[src/rtl/instr_fetch_pkg.sv]
// Shared types and constants for the instruction fetch stage: FSM state
// type, the opcodes the fetcher needs to recognise, and a small helper.
package instr_fetch_pkg;

    // Fetch FSM states
    typedef enum logic [2:0] {
        ST_IDLE    = 3'd0,
        ST_ISSUE   = 3'd1,
        ST_CAPTURE = 3'd2,
        ST_VALID   = 3'd3,
        ST_HALTED  = 3'd4
    } fetch_state_e;

    // Opcodes relevant to fetching (the rest are opaque bytes here)
    localparam logic [7:0] OP_ENDOP = 8'd25;
    localparam logic [7:0] OP_NOP   = 8'd26;

    // True in the states where a fetch is in progress and a jump is honoured
    function automatic logic fetch_active(input fetch_state_e st);
        logic active_s;
        case (st)
            ST_ISSUE,
            ST_CAPTURE,
            ST_VALID:  active_s = 1'b1;
            default:   active_s = 1'b0;
        endcase
        return active_s;
    endfunction

endpackage

[src/rtl/instr_fetch_if.sv]
// Bundle of the fetch stage's control-unit handshake and instr_mem read port.
// master = the fetch stage, slave = its environment (control unit + memory).
interface instr_fetch_if #(
    parameter int DATA_WIDTH = 8,
    parameter int ADDR_WIDTH = 8
);
    logic                  start;
    logic                  ir_ack;
    logic                  pc_load;
    logic [ADDR_WIDTH-1:0] pc_load_val;
    logic [ADDR_WIDTH-1:0] mem_r_addr;
    logic [DATA_WIDTH-1:0] mem_r_instr;
    logic [DATA_WIDTH-1:0] ir;
    logic                  ir_valid;
    logic [ADDR_WIDTH-1:0] pc;
    logic                  halted;

    modport master (
        input  start, ir_ack, pc_load, pc_load_val, mem_r_instr,
        output mem_r_addr, ir, ir_valid, pc, halted
    );

    modport slave (
        output start, ir_ack, pc_load, pc_load_val, mem_r_instr,
        input  mem_r_addr, ir, ir_valid, pc, halted
    );
endinterface

[src/rtl/instr_fetch.sv]
// Instruction fetch stage: owns the PC, drives instr_mem's read address,
// absorbs the memory's one-cycle read latency, and presents each fetched
// byte in IR with a valid/ack handshake. Supports jumps and halt on ENDOP.
module instr_fetch
    import instr_fetch_pkg::*;
#(
    parameter int                    DATA_WIDTH = 8,
    parameter int                    ADDR_WIDTH = 8,
    parameter logic [ADDR_WIDTH-1:0] RESET_PC   = {ADDR_WIDTH{1'b0}},
    parameter logic [DATA_WIDTH-1:0] ENDOP_CODE = DATA_WIDTH'(OP_ENDOP)
) (
    input  logic           clk,
    input  logic           rst_n,
    instr_fetch_if.master  bus
);

    localparam logic [ADDR_WIDTH-1:0] PC_ONE = {{(ADDR_WIDTH-1){1'b0}}, 1'b1};

    fetch_state_e          state_q, state_d;
    logic [ADDR_WIDTH-1:0] pc_q, pc_d;
    logic [DATA_WIDTH-1:0] ir_q, ir_d;
    logic                  ir_valid_q, ir_valid_d;
    logic                  halted_q, halted_d;
    logic                  jump_s;
    logic                  is_endop_s;

    // A jump is only meaningful while a fetch is in progress
    assign jump_s     = bus.pc_load & fetch_active(state_q);
    assign is_endop_s = (ir_q == ENDOP_CODE);

    // State register; reset aborts any in-flight read
    always_ff @(posedge clk or negedge rst_n) begin
        if (!rst_n) begin
            state_q <= ST_IDLE;
        end else begin
            state_q <= state_d;
        end
    end

    // Next-state logic: ISSUE -> CAPTURE -> VALID per byte, jumps restart at ISSUE
    always_comb begin
        state_d = state_q;
        case (state_q)
            ST_IDLE: begin
                if (bus.start) state_d = ST_ISSUE;
                else           state_d = ST_IDLE;
            end
            ST_ISSUE: begin
                if (jump_s) state_d = ST_ISSUE;
                else        state_d = ST_CAPTURE;
            end
            ST_CAPTURE: begin
                if (jump_s) state_d = ST_ISSUE;
                else        state_d = ST_VALID;
            end
            ST_VALID: begin
                if (jump_s)          state_d = ST_ISSUE;
                else if (!bus.ir_ack) state_d = ST_VALID;
                else if (is_endop_s) state_d = ST_HALTED;
                else                 state_d = ST_ISSUE;
            end
            ST_HALTED: begin
                if (bus.start) state_d = ST_ISSUE;
                else           state_d = ST_HALTED;
            end
            default: state_d = ST_IDLE;
        endcase
    end

    // Datapath next values: PC, IR, valid flag and halt flag per state
    always_comb begin
        pc_d       = pc_q;
        ir_d       = ir_q;
        ir_valid_d = ir_valid_q;
        halted_d   = halted_q;
        case (state_q)
            ST_IDLE: begin
                if (bus.start) pc_d = RESET_PC;
                else           pc_d = pc_q;
            end
            ST_ISSUE: begin
                if (jump_s) pc_d = bus.pc_load_val;
                else        pc_d = pc_q;
            end
            ST_CAPTURE: begin
                // A jump here discards the byte arriving from memory
                if (jump_s) begin
                    pc_d = bus.pc_load_val;
                end else begin
                    ir_d       = bus.mem_r_instr;
                    ir_valid_d = 1'b1;
                    pc_d       = pc_q + PC_ONE;
                end
            end
            ST_VALID: begin
                // Jump implies ack and overrides the ENDOP halt check
                if (jump_s) begin
                    pc_d       = bus.pc_load_val;
                    ir_valid_d = 1'b0;
                end else if (bus.ir_ack) begin
                    ir_valid_d = 1'b0;
                    if (is_endop_s) halted_d = 1'b1;
                    else            halted_d = 1'b0;
                end else begin
                    ir_valid_d = 1'b1;
                end
            end
            ST_HALTED: begin
                if (bus.start) begin
                    pc_d     = RESET_PC;
                    halted_d = 1'b0;
                end else begin
                    halted_d = 1'b1;
                end
            end
            default: begin
                pc_d       = RESET_PC;
                ir_valid_d = 1'b0;
                halted_d   = 1'b0;
            end
        endcase
    end

    // Datapath registers
    always_ff @(posedge clk or negedge rst_n) begin
        if (!rst_n) begin
            pc_q       <= RESET_PC;
            ir_q       <= {DATA_WIDTH{1'b0}};
            ir_valid_q <= 1'b0;
            halted_q   <= 1'b0;
        end else begin
            pc_q       <= pc_d;
            ir_q       <= ir_d;
            ir_valid_q <= ir_valid_d;
            halted_q   <= halted_d;
        end
    end

    // Outputs come straight from flops; the memory address is the PC itself
    assign bus.mem_r_addr = pc_q;
    assign bus.pc         = pc_q;
    assign bus.ir         = ir_q;
    assign bus.ir_valid   = ir_valid_q;
    assign bus.halted     = halted_q;

endmodule
[src/flat_wrapper.sv]
// flat-port wrapper written by rule: the top's interface ports become plain ports
module instr_fetch_flat import instr_fetch_pkg::*;
#(
    parameter int                    DATA_WIDTH = 8,
    parameter int                    ADDR_WIDTH = 8,
    parameter logic [ADDR_WIDTH-1:0] RESET_PC   = {ADDR_WIDTH{1'b0}},
    parameter logic [DATA_WIDTH-1:0] ENDOP_CODE = DATA_WIDTH'(OP_ENDOP)
)
  (clk, rst_n, bus_start, bus_ir_ack, bus_pc_load, bus_pc_load_val, bus_mem_r_instr, bus_mem_r_addr, bus_ir, bus_ir_valid, bus_pc, bus_halted);
  instr_fetch_if #(.DATA_WIDTH(DATA_WIDTH), .ADDR_WIDTH(ADDR_WIDTH)) bus_i ();
  input  logic clk;
  input  logic rst_n;
  input wire logic [$bits(bus_i.start)-1:0] bus_start;
  input wire logic [$bits(bus_i.ir_ack)-1:0] bus_ir_ack;
  input wire logic [$bits(bus_i.pc_load)-1:0] bus_pc_load;
  input wire logic [$bits(bus_i.pc_load_val)-1:0] bus_pc_load_val;
  input wire logic [$bits(bus_i.mem_r_instr)-1:0] bus_mem_r_instr;
  output wire logic [$bits(bus_i.mem_r_addr)-1:0] bus_mem_r_addr;
  output wire logic [$bits(bus_i.ir)-1:0] bus_ir;
  output wire logic [$bits(bus_i.ir_valid)-1:0] bus_ir_valid;
  output wire logic [$bits(bus_i.pc)-1:0] bus_pc;
  output wire logic [$bits(bus_i.halted)-1:0] bus_halted;
  assign bus_i.start = bus_start;
  assign bus_i.ir_ack = bus_ir_ack;
  assign bus_i.pc_load = bus_pc_load;
  assign bus_i.pc_load_val = bus_pc_load_val;
  assign bus_i.mem_r_instr = bus_mem_r_instr;
  assign bus_mem_r_addr = bus_i.mem_r_addr;
  assign bus_ir = bus_i.ir;
  assign bus_ir_valid = bus_i.ir_valid;
  assign bus_pc = bus_i.pc;
  assign bus_halted = bus_i.halted;
  instr_fetch #(.DATA_WIDTH(DATA_WIDTH), .ADDR_WIDTH(ADDR_WIDTH), .RESET_PC(RESET_PC), .ENDOP_CODE(ENDOP_CODE)) u_core (.clk(clk), .rst_n(rst_n), .bus(bus_i));
endmodule
[config.mk]
export PLATFORM = sky130hd
export DESIGN_NAME = instr_fetch_flat
export DESIGN_NICKNAME = d
export VERILOG_FILES = /design/src/rtl/instr_fetch_pkg.sv /design/src/rtl/instr_fetch_if.sv /design/src/rtl/instr_fetch.sv /design/src/flat_wrapper.sv
export SDC_FILE = /design/constraint.sdc
export NUM_CORES = 1
export LEC_CHECK = 0
export BUFFER_PORTS_ARGS = -buffer_cell sky130_fd_sc_hd__buf_2
export CORE_ASPECT_RATIO = 1.25
export CORE_MARGIN = 5
export CORE_UTILIZATION = 40
export DETAILED_ROUTE_END_ITERATION = 12
export HOLD_SLACK_MARGIN = 0.08
export PLACE_DENSITY = 0.7
export SETUP_SLACK_MARGIN = 0.3
export SYNTH_ARGS = -nofsm -noshare
export SYNTH_HDL_FRONTEND = slang
export SYNTH_SLANG_ARGS = --single-unit
[constraint.sdc]
create_clock -name clk -period 1.6 [get_ports clk]
set_clock_uncertainty 0.2 [all_clocks]
set_input_delay 0.32 -clock clk [delete_from_list [all_inputs] [get_ports clk]]
set_output_delay 0.32 -clock clk [all_outputs]
set_load 0.005 [all_outputs]
==> results.md, run 1 <==
* Tcrit/Tclk final at 0.996
* Simple logic cell fraction of the synthesized area at 0.149
* Cell Area, Synth at 1220 sq um
* Final setup fails at 0
* Placed insts at 215
* Max cap viols at 0
* Final Max Slew Viols at 0
* Worst path bufs/invs at 2
* DRT antenna net count at 0
* Crit-path max cell delay at 0.48 ns
* Routed via count at 1318
* Maximum number of pins on one net before global-route repair at 22
* Slew margin rel. at 0.678
* Synthesized Nets at 148
* Commonest non-fill, non-tap cell in the layout: buf_2
* Arr. time, crit path at 1.59 ns
* Final nets at 230
* IO Count at 47
* Met2 WL at 1.94 mm
* P&R area growth vs syn at 66.4%
* Cell Pwr Density at 1590 nW/um^2
* GRT overflow at 0
* Adder-Cell Fraction of Synth Area at 0.0103
* Hold Slack at 0.124 ns
* Number of global-route vias before repair at 1344
* Final WL at 3.71 mm
* CP Class: register to register
* Crit start category: register
* CTS tree: built
* DRC viols at 0
* Final hold vios at 0
* Leak at 0.963 nW
* Critical path depth at 4
* Met1 wire length at 1.44 mm
* Worst setup EP type: register
* #FFs+latches synth at 21
* Total power at 3.23 mW
* # fillers at 225
* Clk buf depth at 2
* Die area at 4260 sq um
* DR WL met3 at 282 um
* First-pass GRT wire length at 6.05 mm
* Die Height at 71.7 um
* DP Worst Slack at -0.0579 ns
* Crit path max-delay family: flip-flops
* Final setup margin at 0.00560 ns
* Syn avg cell area at 9.67 sq um
* Setup TNS at 0 ns
* Yosys top cell by area: dfrtp_1
* Total GRT Usage at 0.180
* Post-route minimum period at 1.59 ns
* Via-to-Cell Ratio at 5.42
* H-tree Lvls at 1
* Max Used Layer: met4
* HP Class: input pin to register
* Synth Area in Compound Gates at 0.235
* Placed Area at 1590 sq um
* Starting Density at 0.414
* Share of cells above drive strength 1 at 0.551
* Worst slew pin tran at 0.483 ns
* TritonCTS buffer count at 3
* Root Buffer: clkbuf_4
* Post-synthesis cell count at 126
* Post-DP HPWL at 2.62 mm
* RSZ-0062 raised after global routing: yes
* WL/cell at 15.3 um
* Most frequent cells in the layout: buf_2 (33), buf_6 (24), buf_4 (22), dfrtp_1 (17), dlygate4sd3_1 (9)
* Cells along the critical path: buf_12 -> nor3_4 -> buf_12 -> mux2_4
* VDD IR max at 0.000909 V
* Multiplexer share of the synthesized area at 0.0739
* Skew-Pair Late Insertion Delay at 0.30 ns
* Hold path cells at 2
* First-pass iteration count of the detailed router at 4
* Post-synthesis cell type count at 38
* Area of the core at 2950 sq um
* Worst-path fanout max at 8
* Largest family of logic cells by synthesized area: compound AO/OA/AOI/OAI gates
* Synth warnings at 0
* Number of port buffers at 46
* R2R depth at 4
* Fmax at 0.627 GHz
* Top-area cell type share of the netlist area at 0.431
* Reg clk slew, reported paths at 0.12 ns
* CTS sink cnt at 21
* Layout Cells excl Fill at 243
* Worst path slowest cell: dfrtp_2
* Post-layout util at 0.689
* Status: complete, no violations
* N_diodes at 0
* Most frequent CP cell: buf_12
* Synth area leaders: dfrtp_1 (43%), mux2_2 (7.4%), a21oi_1 (5.7%)
* Sequential share of the synthesized area at 0.431
* Die width at 59.4 um
* Initial antenna violation count at 0
* Worst path required time at 1.60 ns
* Final Instance Area at 2030 sq um
* Std-Cell Rows at 22
* Number of DRC markers in iteration 0 at 86
* GPL Wtd Cong at 0.910
* Post-Synth XOR/XNOR Area at 0
==> cell families (layout without fill, tap and decap cells) <==
| logic type | after synthesis | in the layout |
|---|---|---|
| compound gates | 45 | 45 |
| fa+ha+maj | 1 | 1 |
| flops | 21 | 21 |
| buf+inv | 19 | 100 |
| simple gates | 32 | 32 |
| mux | 8 | 8 |
==> routing by layer <==
layer	vias to the layer above	track usage
met4	0	0.0479
met3	6	0.0324
met5	-	0
met2	60	0.328
li1	618	-
met1	634	0.209
==> registers in the layout (all words and copies together) (netlist names) <==
name,cells
u_core.bus.ir,8
u_core.bus.mem_r_addr,8
u_core.state_q,3
u_core.bus.halted,1
u_core.bus.ir_valid,1
==> worst register-to-register path: stages, from the launching register on <==
cell and delay, ns:
dfrtp_2 0.48, buf_12 0.16, nor3_4 0.19, buf_12 0.16
mux2_4 0.30
==> synthesized netlist by cell type <==
| master | instances |
|---|---|
| dfrtp_1 | 21 |
| or3_1 | 2 |
| o21bai_1 | 1 |
| o221ai_1 | 1 |
| o22ai_1 | 1 |
| o21ai_1 | 4 |
| nor3_1 | 1 |
| nor4b_1 | 1 |
| ha_1 | 1 |
| buf_2 | 2 |
| o22a_1 | 3 |
| nand2_1 | 8 |
| a21o_1 | 1 |
| a211oi_1 | 2 |
| o21ai_0 | 8 |
| a211o_1 | 1 |
| nor3_4 | 1 |
| a22o_1 | 2 |
| buf_4 | 9 |
| inv_1 | 6 |
| nor2b_1 | 1 |
| mux2_2 | 8 |
| buf_6 | 2 |
| o21a_1 | 1 |
| nand3_1 | 4 |
| nor2_1 | 6 |
| and4_1 | 1 |
| o31a_1 | 1 |
| nor4bb_1 | 1 |
| and3_1 | 2 |
| o41ai_1 | 1 |
| o21ba_1 | 1 |
| a31oi_1 | 1 |
| a21oi_1 | 14 |
| nand2b_1 | 3 |
| o311a_1 | 1 |
| o211ai_1 | 1 |
| nor3_2 | 1 |
==> power by group <==
part | internal [mW] | leakage (nW) | switching, mW | total (mW)
combinational | 1.24 | 0.694 | 0.750 | 1.99
clock | 0.0930 | 0.0177 | 0.164 | 0.257
sequential | 0.764 | 0.251 | 0.215 | 0.979
==> final cells by class <==
| class | count | area [sq um] | area share |
|---|---|---|---|
| multi-input combinational | 86 | 672 | 0.331 |
| timing repair buffer | 90 | 731 | 0.360 |
| tap | 36 | 45.0 | 0.0222 |
| inverter | 6 | 22.5 | 0.0111 |
| sequential | 21 | 531 | 0.262 |
| clock inverter | 1 | 5.00 | 0.00247 |
| clock buffer | 3 | 22.5 | 0.0111 |
==> worst paths after layout <==
| check | startpoint | endpoint | slack [ns] |
|---|---|---|---|
| setup / recovery | u_core.state_q[0] | u_core.bus.ir[7] | 0.006 |
| hold reg to reg | u_core.bus.ir[0] | u_core.bus.ir[0] | 0.35 |
| max in group asynchronous | rst_n | u_core.state_q[1] | 0.55 |
| setup reg to reg | u_core.state_q[0] | u_core.bus.ir[7] | 0.006 |
| hold / removal | bus_start | u_core.state_q[0] | 0.12 |
| min in group asynchronous | rst_n | u_core.bus.mem_r_addr[0] | 0.30 |
==> timing repair <==
action,4_1_cts,5_1_grt
setup endpoints to repair,47,47
buffers inserted,10,5
endpoints found under the hold margin,29,0
hold buffers,9,0
gates resized for setup,39,10
pin swaps,7,5
Note: power is estimated with default switching activity, not from simulation.
==> run 2, diff against run 1 <==
- PLACE_DENSITY: 0.7 -> 0.68
- clock period: 1.6 -> 2 ns (I/O delays scaled with it)
==> run 2 against run 1 <==
Compared with the run above:
- maximum frequency down 4.0%
- non-clock buffer count down 38
- register-to-register slack better by 0.33 ns
- power down 43%
- sequential power down 17%
- cell area down 26%
- clock power down 21%
- flip-flop and latch count unchanged
==> results.md, run 2 (synthesis results as in run 1) <==
* Arr. time, crit path at 1.67 ns (+0.08 ns)
* WL/cell at 14.7 um (-3.4%)
* CTS tree: built
* Routed via count at 1108 (-16%)
* Crit path max-delay family: compound AO/OA/AOI/OAI gates
* Layout Cells excl Fill at 205 (-16%)
* Number of DRC markers in iteration 0 at 44 (-49%)
* Placed Area at 1420 sq um (-11%)
* Cell Pwr Density at 1220 nW/um^2 (-23%)
* First-pass GRT wire length at 4.96 mm (-18%)
* Worst r2r dst: u_core.state_q[0]
* Area of the core at 2950 sq um (unchanged)
* Final nets at 192 (-17%)
* Initial antenna violation count at 0 (unchanged)
* Reg-to-Reg Start: u_core.state_q[1]
* Reg clk slew, reported paths at 0.12 ns (about the same)
* TritonCTS buffer count at 3 (unchanged)
* Maximum number of pins on one net before global-route repair at 22 (unchanged)
* Final Max Slew Viols at 0 (unchanged)
* Placed insts at 199 (-7.4%)
* Root Buffer: clkbuf_4
* Skew-Pair Late Insertion Delay at 0.30 ns (about the same)
* Cells along the critical path: o21ba_2 -> a211o_1 -> a22o_1
* Crit start category: register
* Die area at 4260 sq um (unchanged)
* Commonest non-fill, non-tap cell in the layout: buf_2
* Worst reg2reg setup slack at 0.34 ns (+0.33 ns)
* Multi-input gate area at 582 sq um (-13%)
* VDD IR max at 0.000635 V (-30%)
* CP Class: register to register
* Status: complete, no violations
* Destination of the worst hold path: u_core.bus.ir[1]
* R2R depth at 3 (-1)
* Fmax at 0.602 GHz (-4.0%)
* Worst path required time at 2.01 ns (+0.41 ns)
* Share of cells above drive strength 1 at 0.432 (-0.119)
* Clk buf depth at 2 (unchanged)
* Via-to-Cell Ratio at 5.40 (-0.35%)
* Worst slew pin tran at 0.468 ns (-0.0146 ns)
* # fillers at 290 (+29%)
* Worst-path fanout max at 11 (+3)
* Worst path slowest cell: dfrtp_2
* Number of global-route vias before repair at 1146 (-15%)
* Std-Cell Rows at 22 (unchanged)
* Final hold vios at 0 (unchanged)
* Hold path cells at 2 (unchanged)
* Total GRT Usage at 0.148 (-0.0318)
* DRT antenna net count at 0 (unchanged)
* Post-DP HPWL at 2.30 mm (-12%)
* Most frequent cells in the layout: buf_2 (46), dfrtp_1 (17), a21oi_1 (14)
* Tcrit/Tclk final at 0.830 (-0.166)
* Max cap viols at 0 (unchanged)
* HP Start: bus_mem_r_instr[1]
* HP Class: input pin to register
* First-pass iteration count of the detailed router at 4 (unchanged)
* GRT overflow at 0 (unchanged)
* Die Height at 71.7 um (unchanged)
* Final WL at 3.02 mm (-19%)
* P&R area growth vs syn at 22.9%
* Crit-path max cell delay at 0.50 ns (+0.02 ns)
* Die width at 59.4 um (unchanged)
* GPL Wtd Cong at 0.822 (-9.7%)
* Register area at 531 sq um (unchanged)
* Worst path bufs/invs at 0 (-2)
* RSZ-0062 raised after global routing: no
* Final setup fails at 0 (unchanged)
* CTS sink cnt at 21 (unchanged)
* Starting Density at 0.414 (unchanged)
* Final Instance Area at 1500 sq um (-26%)
* N_diodes at 0 (unchanged)
* Leak at 0.706 nW (-27%)
* IO Count at 47 (unchanged)
* Worst setup EP type: register
* H-tree Lvls at 1 (unchanged)
* Number of port buffers at 46 (unchanged)
* Post-route minimum period at 1.66 ns (+0.0660 ns)
* Slew margin rel. at 0.688 (+0.00973)
* Setup TNS at 0 ns (unchanged)
* DRC viols at 0 (unchanged)
run 2: cell types whose count changed in the layout (fill, tap and decap cells not counted), moves of 8 or more:
cell           previous run  this run
buf_6                    24         0
dlygate4sd3_1             9         1
mux2_2                    0         8
mux2_4                    8         0
buf_2                    33        46
buf_4                    22         4
run 2: power by group:
part	internal (mW)	total, mW	switching (mW)
Clock	0.0745	0.203	0.129
Combinational	0.437	0.809	0.373
Sequential	0.611	0.816	0.205
run 2: cell type report:
| cell class | instances | share of cell area |
|---|---|---|
| clock buffers | 3 | 0.0150 |
| clock inverters | 1 | 0.00334 |
| inverters | 6 | 0.0150 |
| multi-input cells | 86 | 0.388 |
| flip-flops and latches | 21 | 0.354 |
| well taps | 36 | 0.0301 |
| repair buffers | 52 | 0.194 |
run 2: repair_timing:
item | CTS | global route
gates resized for setup | 1 | 7
endpoints found under the setup margin | 11 | 14
setup buffers | 1 | 0
hold buffers | 1 | 0
hold endpoints to repair | 21 | 0
pin swaps | 1 | 0
cloned | 0 | 0
run 2: how the worst max path moves through the flow:
stage	startpoint	endpoint	slack [ns]	cells past startpoint
floorplan	u_core.state_q[1]	u_core.state_q[0]	0.38	5
global route	u_core.state_q[0]	u_core.bus.ir[0]	0.30	4
CTS	u_core.state_q[1]	u_core.bus.ir[0]	0.33	4
detailed placement	bus_pc_load	u_core.bus.ir[0]	0.26	4
global placement	bus_pc_load	u_core.bus.ir[2]	0.29	4
finish	u_core.state_q[1]	u_core.state_q[0]	0.34	3
run 2: metal layers:
layer | vias to the layer above | GRT usage | share of wire
met5 | - | 0 | 0
met4 | 0 | 0.0655 | 0.011
met3 | 4 | 0.0306 | 0.084
met2 | 48 | 0.256 | 0.50
met1 | 518 | 0.171 | 0.40
li1 | 538 | - | -
run 2: stage by stage:
stage	util	total power, mW	hold WS (ns)	setup WS [ns]
finish	0.508	1.83	0.113	0.340
global route	0.508	1.98	0.0986	0.303
CTS	0.503	1.83	0.0978	0.328
detailed placement	0.483	1.61	0.190	0.260
global placement	0.483	1.59	0.177	0.286
floorplan	-	1.34	-0.0956	0.385
==> run 3, diff against run 2 <==
- ABC_AREA: default -> 1
- PLACE_DENSITY: 0.68 -> 0.69
- clock period: 2 -> 1.33 ns (I/O delays scaled with it)
==> run 3 against run 2 <==
Compared with the run above:
- the flow now finishes with violations (negative hold slack, negative setup slack)
- first-iteration DRC count rose by 6.8%
- power rose by 150%
- hold slack got worse by 0.37 ns
- clock power rose by 100%
- sequential share of layout area fell by 9.8 points
- maximum frequency rose by 11%
- largest cell class unchanged
==> results.md, run 3 <==
* Final nets at 290 (+51%)
* Worst path required time at 1.28 ns (-0.73 ns)
* Total GRT Usage at 0.160 (+0.0121)
* Syn avg cell area at 7.03 sq um (-27%)
* Clk buf depth at 2 (unchanged)
* Reg-to-Reg Start: u_core.state_q[1]
* Synthesized Nets at 215 (+45%)
* Violated checks: negative hold slack, negative setup slack
* Post-synth EDFFs at 0 (unchanged)
* GPL Wtd Cong at 0.799 (-2.8%)
* Reg clk slew, reported paths at 0.07 ns (-0.05 ns)
* Die Height at 75.1 um (+4.8%)
* Ys flop type: dfrtp_1
* Post-synthesis cell count at 193 (+53%)
* Final WL at 3.76 mm (+24%)
* Number of DRC markers in iteration 0 at 47 (+6.8%)
* Final hold vios at 21 (+21)
* Fmax at 0.669 GHz (+11%)
* Commonest non-fill, non-tap cell in the layout: nand2_1
* DRT antenna net count at 0 (unchanged)
* Slew margin rel. at 0.689 (+0.00145)
* Yosys top cell by area: dfrtp_1
* Share of cells above drive strength 1 at 0.461 (+0.0287)
* Post-route minimum period at 1.50 ns (-0.165 ns)
* Tcrit/Tclk final at 1.12 (+0.294)
* Post-synthesis cell type count at 22 (-42%)
* CP Class: register to register
* First-pass iteration count of the detailed router at 4 (unchanged)
* DRC viols at 0 (unchanged)
* Arr. time, crit path at 1.45 ns (-0.22 ns)
* Final setup fails at 30 (+30)
* Cell Area, Synth at 1360 sq um (+11%)
* Status: finished with violations
* Synth area leaders: dfrtp_1 (39%), nand2_1 (15%), nand3_1 (7.7%)
* Max cap viols at 0 (unchanged)
* Routed via count at 1488 (+34%)
* Crit start category: register
* N_diodes at 0 (unchanged)
* Post-DP HPWL at 2.82 mm (+22%)
* Std-Cell Rows at 23 (+4.5%)
* CTS tree: built
* First-pass GRT wire length at 6.16 mm (+24%)
* #FFs+latches synth at 21 (unchanged)
* Hold Slack at -0.252 ns (-0.365 ns)
* IO Count at 47 (unchanged)
* Cell Pwr Density at 2170 nW/um^2 (+78%)
* Worst-path fanout max at 7 (-4)
* Skew-Pair Late Insertion Delay at 0.26 ns (-0.04 ns)
* Most frequent cell after synthesis: nand2_1
* RSZ-0062 raised after global routing: yes
* CTS sink cnt at 21 (unchanged)
* Placed insts at 288 (+45%)
* Synth warnings at 0 (unchanged)
* Area of the core at 3250 sq um (+10%)
* HP Class: input pin to asynchronous set/reset pin
* Top-area cell type share of the netlist area at 0.387 (-0.0441)
* Final Max Slew Viols at 0 (unchanged)
* Final setup margin at -0.166 ns (-0.505 ns)
* Most frequent cells after synthesis: nand2_1 (55), dfrtp_1 (21), nand3_1 (21), nor2_1 (21), inv_1 (18)
* Die width at 62.1 um (+4.6%)
* H-tree Lvls at 1 (unchanged)
* Worst Setup SP: u_core.state_q[1]
* Starting Density at 0.417 (+0.00370)
* Most frequent cells in the layout: nand2_1 (48), buf_2 (37), buf_4 (27), nand3_1 (20), dfrtp_1 (17)
* Via-to-Cell Ratio at 4.89 (-9.4%)
* Number of global-route vias before repair at 1493 (+30%)
* GRT overflow at 0 (unchanged)
* TritonCTS buffer count at 3 (unchanged)
* Die area at 4670 sq um (+9.6%)
* Sequential share of the synthesized area at 0.387 (-0.0441)
* Worst slew pin tran at 0.466 ns (-0.00217 ns)
* VDD IR max at 0.00113 V (+78%)
* Async SR Flop Fraction at 1.00 (unchanged)
* P&R area growth vs syn at 52.4%
* Maximum number of pins on one net before global-route repair at 22 (unchanged)
* Number of port buffers at 46 (unchanged)
* Leak at 1.11 nW (+58%)
* WL/cell at 12.4 um (-16%)
* Root Buffer: clkbuf_8
* Setup TNS at -2.35 ns (-2.35 ns)
* Worst setup EP type: register
* Post-layout util at 0.636 (+0.128)
* Layout Cells excl Fill at 304 (+48%)
* Initial antenna violation count at 0 (unchanged)
[run 3: changes by cell type after synthesis, sizes merged, moves of 3 or more]
cell / change
o22a: -3
buf: -3
nand3b: +4
nand2: +53
nor3: -3
nand3: +17
nand2b: -3
inv: +16
mux2: -8
o21ai: -4
nor2: +18
[run 3: final cells by class]
class | instances | area [sq um]
tap | 37 | 46.3
sequential | 21 | 531
clock buffer | 4 | 45.0
multi-input combinational | 140 | 790
timing repair buffer | 80 | 568
fill | 307 | 1180
inverter | 22 | 90.1
[run 3: path summary, 6_finish.rpt]
kind | cells past startpoint | slack, ns | end
setup / recovery | 8 | -0.17 | u_core.bus.mem_r_addr[0]
setup reg to reg | 8 | -0.17 | u_core.bus.mem_r_addr[0]
hold / removal | 1 | -0.25 | u_core.bus.mem_r_addr[6]
hold reg to reg | 2 | 0.30 | u_core.bus.ir[0]
max in group asynchronous | 1 | 0.83 | u_core.bus.mem_r_addr[2]
min in group clk | 3 | 0.04 | u_core.bus.ir[7]
[run 3: cell families (layout without fill, tap and decap cells)]
family | after synthesis | in the layout | synth area share
fa+ha+maj | 1 | 1 | 0.00922
buf+inv | 33 | 106 | 0.124
simple gates | 112 | 113 | 0.360
flops | 21 | 21 | 0.387
compound gates | 26 | 26 | 0.119
[run 3: critical path, cell delays in order, from the launching register on]
cell and delay, ns:
dfrtp_1 0.41, inv_2 0.12, nor2_4 0.06, nand2_4 0.08, nand2_4 0.07, a21oi_4 0.24, inv_2 0.10, nand2_1 0.07
nand2_1 0.05
[run 3: report_power, final]
part | internal, mW | switching (mW) | leakage, nW | total, mW
Clock | 0.213 | 0.203 | 0.0228 | 0.416
Combinational | 1.46 | 1.45 | 0.836 | 2.91
Sequential | 0.924 | 0.242 | 0.255 | 1.17
Total | 2.60 | 1.90 | 1.11 | 4.50
[run 3: stage by stage]
| step | hold WS (ns) | power (mW) | worst slack, ns | area (sq um) |
|---|---|---|---|---|
| 3_3_place_gp | 0.0547 | 3.47 | -0.114 | 1780 |
| 4_1_cts | -0.224 | 4.18 | -0.143 | 1940 |
| 3_5_place_dp | 0.0586 | 3.51 | -0.152 | 1780 |
| 2_1_floorplan | -0.230 | 2.65 | -0.0921 | 1420 |
| 5_1_grt | -0.200 | 4.88 | -0.242 | 2070 |
| 6_report | -0.252 | 4.50 | -0.166 | 2070 |
[run 3: metal layers]
metal,part of all wire,GRT usage,vias to the layer above
met3,0.050,0.0358,4
met1,0.40,0.171,685
met2,0.54,0.316,40
met4,0.0090,0.0434,0
met5,0,0,-
li1,-,-,759
[run 3: what timing repair did]
| item | in CTS | in global routing |
|---|---|---|
| gates resized for setup | 17 | 22 |
| pin swaps | 17 | 7 |
| endpoints found under the setup margin | 47 | 47 |
| cloned | 0 | 1 |
| hold endpoints to repair | 29 | 28 |
| setup buffers | 6 | 5 |
